**src/rtl/sram_dma_arb.sv**
```systemverilog
// rtl/sram_dma_arb.sv - single-port SRAM arbiter with a word-copy DMA engine behind the CPU
//
// The CPU always owns the SRAM port when it asks for it. A small DMA engine copies
// dma_len words from dma_src to dma_dst, one word at a time, in cycles the CPU leaves
// idle. Each word takes a read (RD), a capture (CAP) and a write (WR) cycle.
//
// Ports:
//   clk, reset                 clock and asynchronous active-high reset
//   cpu_req/ADDR/DI/WE         CPU access request, forwarded to the SRAM with priority
//   dma_start/src/dst/len      one-cycle start pulse and copy descriptor
//   dma_busy, dma_done         copy in progress / one-cycle completion pulse
//   sram_ADDR/DI/EN/WE         SRAM port, driven by the CPU or the DMA
//   sram_DO                    SRAM read data, valid one cycle after the address
module sram_dma_arb #(
  parameter int ADDR_W = 16,
  parameter int DATA_W = 32,
  parameter int LEN_W  = 16
) (
  input  logic              clk,
  input  logic              reset,
  input  logic              cpu_req,
  input  logic [ADDR_W-1:0] cpu_ADDR,
  input  logic [DATA_W-1:0] cpu_DI,
  input  logic              cpu_WE,
  input  logic              dma_start,
  input  logic [ADDR_W-1:0] dma_src,
  input  logic [ADDR_W-1:0] dma_dst,
  input  logic [LEN_W-1:0]  dma_len,
  output logic              dma_busy,
  output logic              dma_done,
  output logic [ADDR_W-1:0] sram_ADDR,
  output logic [DATA_W-1:0] sram_DI,
  output logic              sram_EN,
  output logic              sram_WE,
  input  logic [DATA_W-1:0] sram_DO
);

  typedef enum logic [1:0] {
    S_IDLE = 2'd0,
    S_RD   = 2'd1,
    S_CAP  = 2'd2,
    S_WR   = 2'd3
  } state_t;

  state_t            r_state;
  logic [ADDR_W-1:0] r_src;
  logic [ADDR_W-1:0] r_dst;
  logic [LEN_W-1:0]  r_rem;
  logic [DATA_W-1:0] r_buf;
  logic              r_busy;
  logic              r_done;

  assign dma_busy = r_busy;
  assign dma_done = r_done;

  always_ff @(posedge clk or posedge reset) begin
    if (reset) begin
      r_state <= S_IDLE;
      r_src   <= '0;
      r_dst   <= '0;
      r_rem   <= '0;
      r_buf   <= '0;
      r_busy  <= 1'b0;
      r_done  <= 1'b0;
    end else begin
      r_done <= 1'b0;
      case (r_state)
        S_IDLE: begin
          // A start is only looked at here, so a start while busy is ignored.
          if (dma_start) begin
            r_src <= dma_src;
            r_dst <= dma_dst;
            r_rem <= dma_len;
            if (dma_len == '0) begin
              r_done <= 1'b1;
            end else begin
              r_state <= S_RD;
              r_busy  <= 1'b1;
            end
          end
        end
        S_RD: begin
          if (!cpu_req) begin
            r_state <= S_CAP;
          end
        end
        S_CAP: begin
          // Read data is sampled here even if the CPU takes the port this cycle:
          // the CPU access only changes sram_DO after this edge.
          r_buf   <= sram_DO;
          r_state <= S_WR;
        end
        S_WR: begin
          if (!cpu_req) begin
            r_src <= r_src + ADDR_W'(1);
            r_dst <= r_dst + ADDR_W'(1);
            r_rem <= r_rem - LEN_W'(1);
            if (r_rem == LEN_W'(1)) begin
              r_state <= S_IDLE;
              r_busy  <= 1'b0;
              r_done  <= 1'b1;
            end else begin
              r_state <= S_RD;
            end
          end
        end
        default: begin
          r_state <= S_IDLE;
        end
      endcase
    end
  end

  // Port mux: CPU first, then the DMA's read or write phase, otherwise idle.
  always_comb begin
    sram_ADDR = '0;
    sram_DI   = '0;
    sram_EN   = 1'b0;
    sram_WE   = 1'b0;
    if (cpu_req) begin
      sram_ADDR = cpu_ADDR;
      sram_DI   = cpu_DI;
      sram_EN   = 1'b1;
      sram_WE   = cpu_WE;
    end else if (r_state == S_RD) begin
      sram_ADDR = r_src;
      sram_EN   = 1'b1;
    end else if (r_state == S_WR) begin
      sram_ADDR = r_dst;
      sram_DI   = r_buf;
      sram_EN   = 1'b1;
      sram_WE   = 1'b1;
    end
  end

endmodule

```
**config.mk**
```make
export PLATFORM = sky130hd
export DESIGN_NAME = sram_dma_arb
export DESIGN_NICKNAME = d
export VERILOG_FILES = /design/src/rtl/sram_dma_arb.sv
export SDC_FILE = /design/constraint.sdc
export NUM_CORES = 1
export LEC_CHECK = 0
export BUFFER_PORTS_ARGS = -buffer_cell sky130_fd_sc_hd__clkbuf_2
export CAP_MARGIN = 20
export CORE_ASPECT_RATIO = 1.75
export CORE_UTILIZATION = 45
export DETAILED_ROUTE_END_ITERATION = 6
export PLACE_DENSITY_LB_ADDON = 0.25
export SLEW_MARGIN = 20
export SYNTH_ARGS = -nofsm -noshare
export SYNTH_HDL_FRONTEND = slang
export SYNTH_SLANG_ARGS = --single-unit
```
**constraint.sdc**
```tcl
create_clock -name clk -period 3.4 [get_ports clk]
set_input_delay 0.34 -clock clk [delete_from_list [all_inputs] [get_ports clk]]
set_output_delay 0.34 -clock clk [all_outputs]
set_load 0.05 [all_outputs]
```
==> metrics.md <==
| Metric | Value |
|---|---|
| Die width | `between 80 and 90 µm` |
| Async S/R FF share, synth | `100%` |
| Fin crit share | `84.4%` |
| Post-CTS Setup Bufs | `0` |
| Placed Cells | `about 900` |
| Core area | `~11000 µm²` |
| Max-Slew Margin vs Limit | `roughly half` |
| Worst path slowest cell | `dfrtp_1` |
| Crit end category | `primary output` |
| Worst-Margin Slew | `approximately 0.76 ns` |
| CTS H-tree lvls | `3` |
| Clk sink count | `84` |
| Total inserted antenna cells | `0` |
| Initial antenna violation count | `0` |
| Cell count after synthesis | `approximately 610` |
| Synth warnings | `0` |
| Via count | `between 5k and 6k` |
| #FFs+latches synth | `84` |
| Outcome | `finished, final reports clean` |
| CTS tree | `done` |
| Routed Antenna Nets | `0` |
| Drt drc | `0` |
| # fillers | `1025` |
| Multi-input logic area | `around 2900 µm²` |
| Endpoints failing setup | `0` |
| Initial Util | `46.7%` |
| CTS Buffer Depth | `2` |
| RSZ-0062 raised after global routing | `no` |
| Max_cap viols | `0` |
| Final net count | `a little over 900` |
| Port Buf Inserts | `184` |
| Synth Area per Inst | `8.67 µm²` |
| Row count | `51` |
| Largest net degree at the start of global routing | `between 60 and 70` |
| Max stage delay on crit path | `about 0.48 ns` |
| Post-synth EDFFs | `0` |
| Final Hold Vio Count | `0` |
| Final std cells w/o fill | `about 900` |
| Clk_skew | `roughly 0.0085 ns` |
| Hold Crit Class | `in2async` |
| Period minus WS final | `2.87 ns` |
| Most frequent cells in the layout | `clkbuf_2 (183), dfrtp_1 (84), a21oi_1 (78)` |
| Synth Flop Type | `dfrtp_1` |
| DRT Pass-1 Iters | `5` |
| Clk_lat worst skew | `0.34 ns` |
| Clk root buf | `clkbuf_16` |
| Worst-path clk slew | `~0.06 ns` |
| Wire length per cell | `16.8 µm` |
| Hpwl dp | `approximately 11 mm` |
| Total CTS buffers | `9` |
| Via density | `5.92` |
| FMAX | `between 300 and 400 MHz` |
| Leading cell type in the layout, fill and taps excluded | `clkbuf_2` |
| Setup tns final | `0 ns` |
| Worst vdd ir | `a little over 0.6 mV` |
| Syn_nets | `roughly 750` |
| Die Area | `12100 µm²` |
| Synth unique cells | `around 50` |
| First-pass GRT wire length | `between 20 and 25 mm` |
| Placer congestion estimate | `roughly 0.85` |
| Total gr overflow | `0` |
| Initial DRC Count | `roughly 430` |
| P per Cell Area | `1010 nW/µm²` |
| Register area | `about 2100 µm²` |
| Critical path cell sequence | `ha_4, clkinv_1, nor3_2, buf_4, a22o_1, clkbuf_2` |
| Die Y-Extent | `roughly 140 µm` |
| Worst Path Max Fanout | `32` |
| I/O pin cnt | `~190` |
| Crit path DAT | `approximately 2.5 ns` |
| Total wire length | `15.1 mm` |
| WS Path Type | `reg2out` |
| GRT Util Overall | `about 25%` |
| Worst setup SP type | `flop` |
| Hold bufs inserted after CTS | `0` |
| Fin. max-slew vios | `0` |
| Seq/Total Area, Yosys | `40.1%` |
| Post-CTS resize count | `0` |
| Vias in the first global route | `approximately 5.2k` |
| Leakage | `between 2 and 3 nW` |
| Synth Cell Area | `5250 µm²` |
| P&R area growth vs syn | `25.8%` |
| Share of cells above drive strength 1 | `about a third` |
| Required @ worst endpoint | `3.06 ns` |
final cells by class:
class / instances / share of cell area, %
Multi-Input combinational cell: 459 / 44.0
Tap cell: 132 / 2.50
Inverter: 14 / 0.834
Clock buffer: 10 / 3.47
Clock inverter: 6 / 1.46
Timing Repair Buffer: 197 / 15.8
Sequential cell: 84 / 31.8
synthesized netlist by cell type (3+ instances only):
cell type  instances  area (µm²)
a21oi_1           78         390
a22o_1            33         289
a2bb2oi_1         10        87.6
a31oi_1            3        18.8
and3_1             4        25.0
buf_1              6        22.5
buf_2             14        70.1
clkbuf_1          27         101
dfrtp_1           84        2100
ha_1              10         125
inv_1             13        48.8
mux2_2            33         372
mux2i_1            6        60.1
nand2_1           67         251
nand2b_1           3        18.8
nand3_1           21         105
nand3_2            3        30.0
nand4_1           15        93.8
nor2_1            43         161
nor3_1            13        65.1
nor3b_1            3        22.5
nor4_1             6        37.5
o21a_1             4        30.0
o21ai_0           44         220
o22ai_1           27         169
o32ai_1            3        26.3
logic make-up after synthesis:
family / after synthesis / synth area share (%)
XOR/XNOR: 1 / 0.167
adder cells (fa/ha/maj): 10 / 2.38
AND/OR/NAND/NOR: 193 / 18.4
flip-flops: 84 / 40.1
multiplexers: 40 / 8.51
buffers and inverters: 62 / 4.84
AO/OA/AOI/OAI: 215 / 25.6
where the power goes:
group | internal, mW | total, mW | switching (mW) | leakage, nW
Clock | 0.653 | 1.07 | 0.413 | 0.155
Sequential | 1.52 | 2.09 | 0.572 | 0.962
Combinational | 1.31 | 3.49 | 2.18 | 1.87
state kept, by name, indices dropped and copies added (netlist names):
register,flops
dma_busy,1
r_src,16
r_state,2
r_buf,32
r_rem,16
dma_done,1
r_dst,16
final timing paths:
kind / end / slack, ns / startpoint / depth (start not counted)
max: sram_DI[16] / 0.53 / r_state[1]$_DFFE_PP0P_ / 6
min: r_rem[10]$_DFFE_PP0P_ / 0.14 / reset / 2
max reg2reg: r_dst[15]$_DFFE_PP0P_ / 0.86 / r_state[1]$_DFFE_PP0P_ / 8
min reg2reg: r_buf[23]$_DFFE_PP0N_ / 0.51 / r_buf[23]$_DFFE_PP0N_ / 1
max in group asynchronous: r_dst[15]$_DFFE_PP0P_ / 2.56 / reset / 3
min in group clk: r_buf[5]$_DFFE_PP0N_ / 0.23 / sram_DO[5] / 2
metrics by stage:
stage / hold slack, ns / setup WS [ns] / total power, mW / instance area (µm²) / util [%]
floorplan: 0.479 / 0.712 / 4.72 / 5250 / -
global placement: 0.490 / 1.00 / 5.44 / 6270 / 55.9
detailed placement: 0.497 / 0.892 / 5.56 / 6270 / 55.9
CTS: 0.216 / 0.495 / 6.66 / 6600 / 58.8
global route: 0.218 / 0.406 / 7.10 / 6600 / 58.8
finish: 0.141 / 0.529 / 6.65 / 6600 / 58.8
routing by layer:
metal,global-route usage [%],share of wire [%],wire [µm]
met5,0,0,0
met4,13.2,3.9,594
met3,4.08,6.1,922
met2,45.1,51,7660
met1,27.5,39,5940
worst max-delay path, delay by kind of cell (launching register included):
kind            cells  cell delay (ns)
compound gates      1             0.19
flops               1             0.48
simple gates        1             0.30
buf+inv             3             1.04
fa+ha+maj           1             0.17
Power figures use the tool's default switching activity.
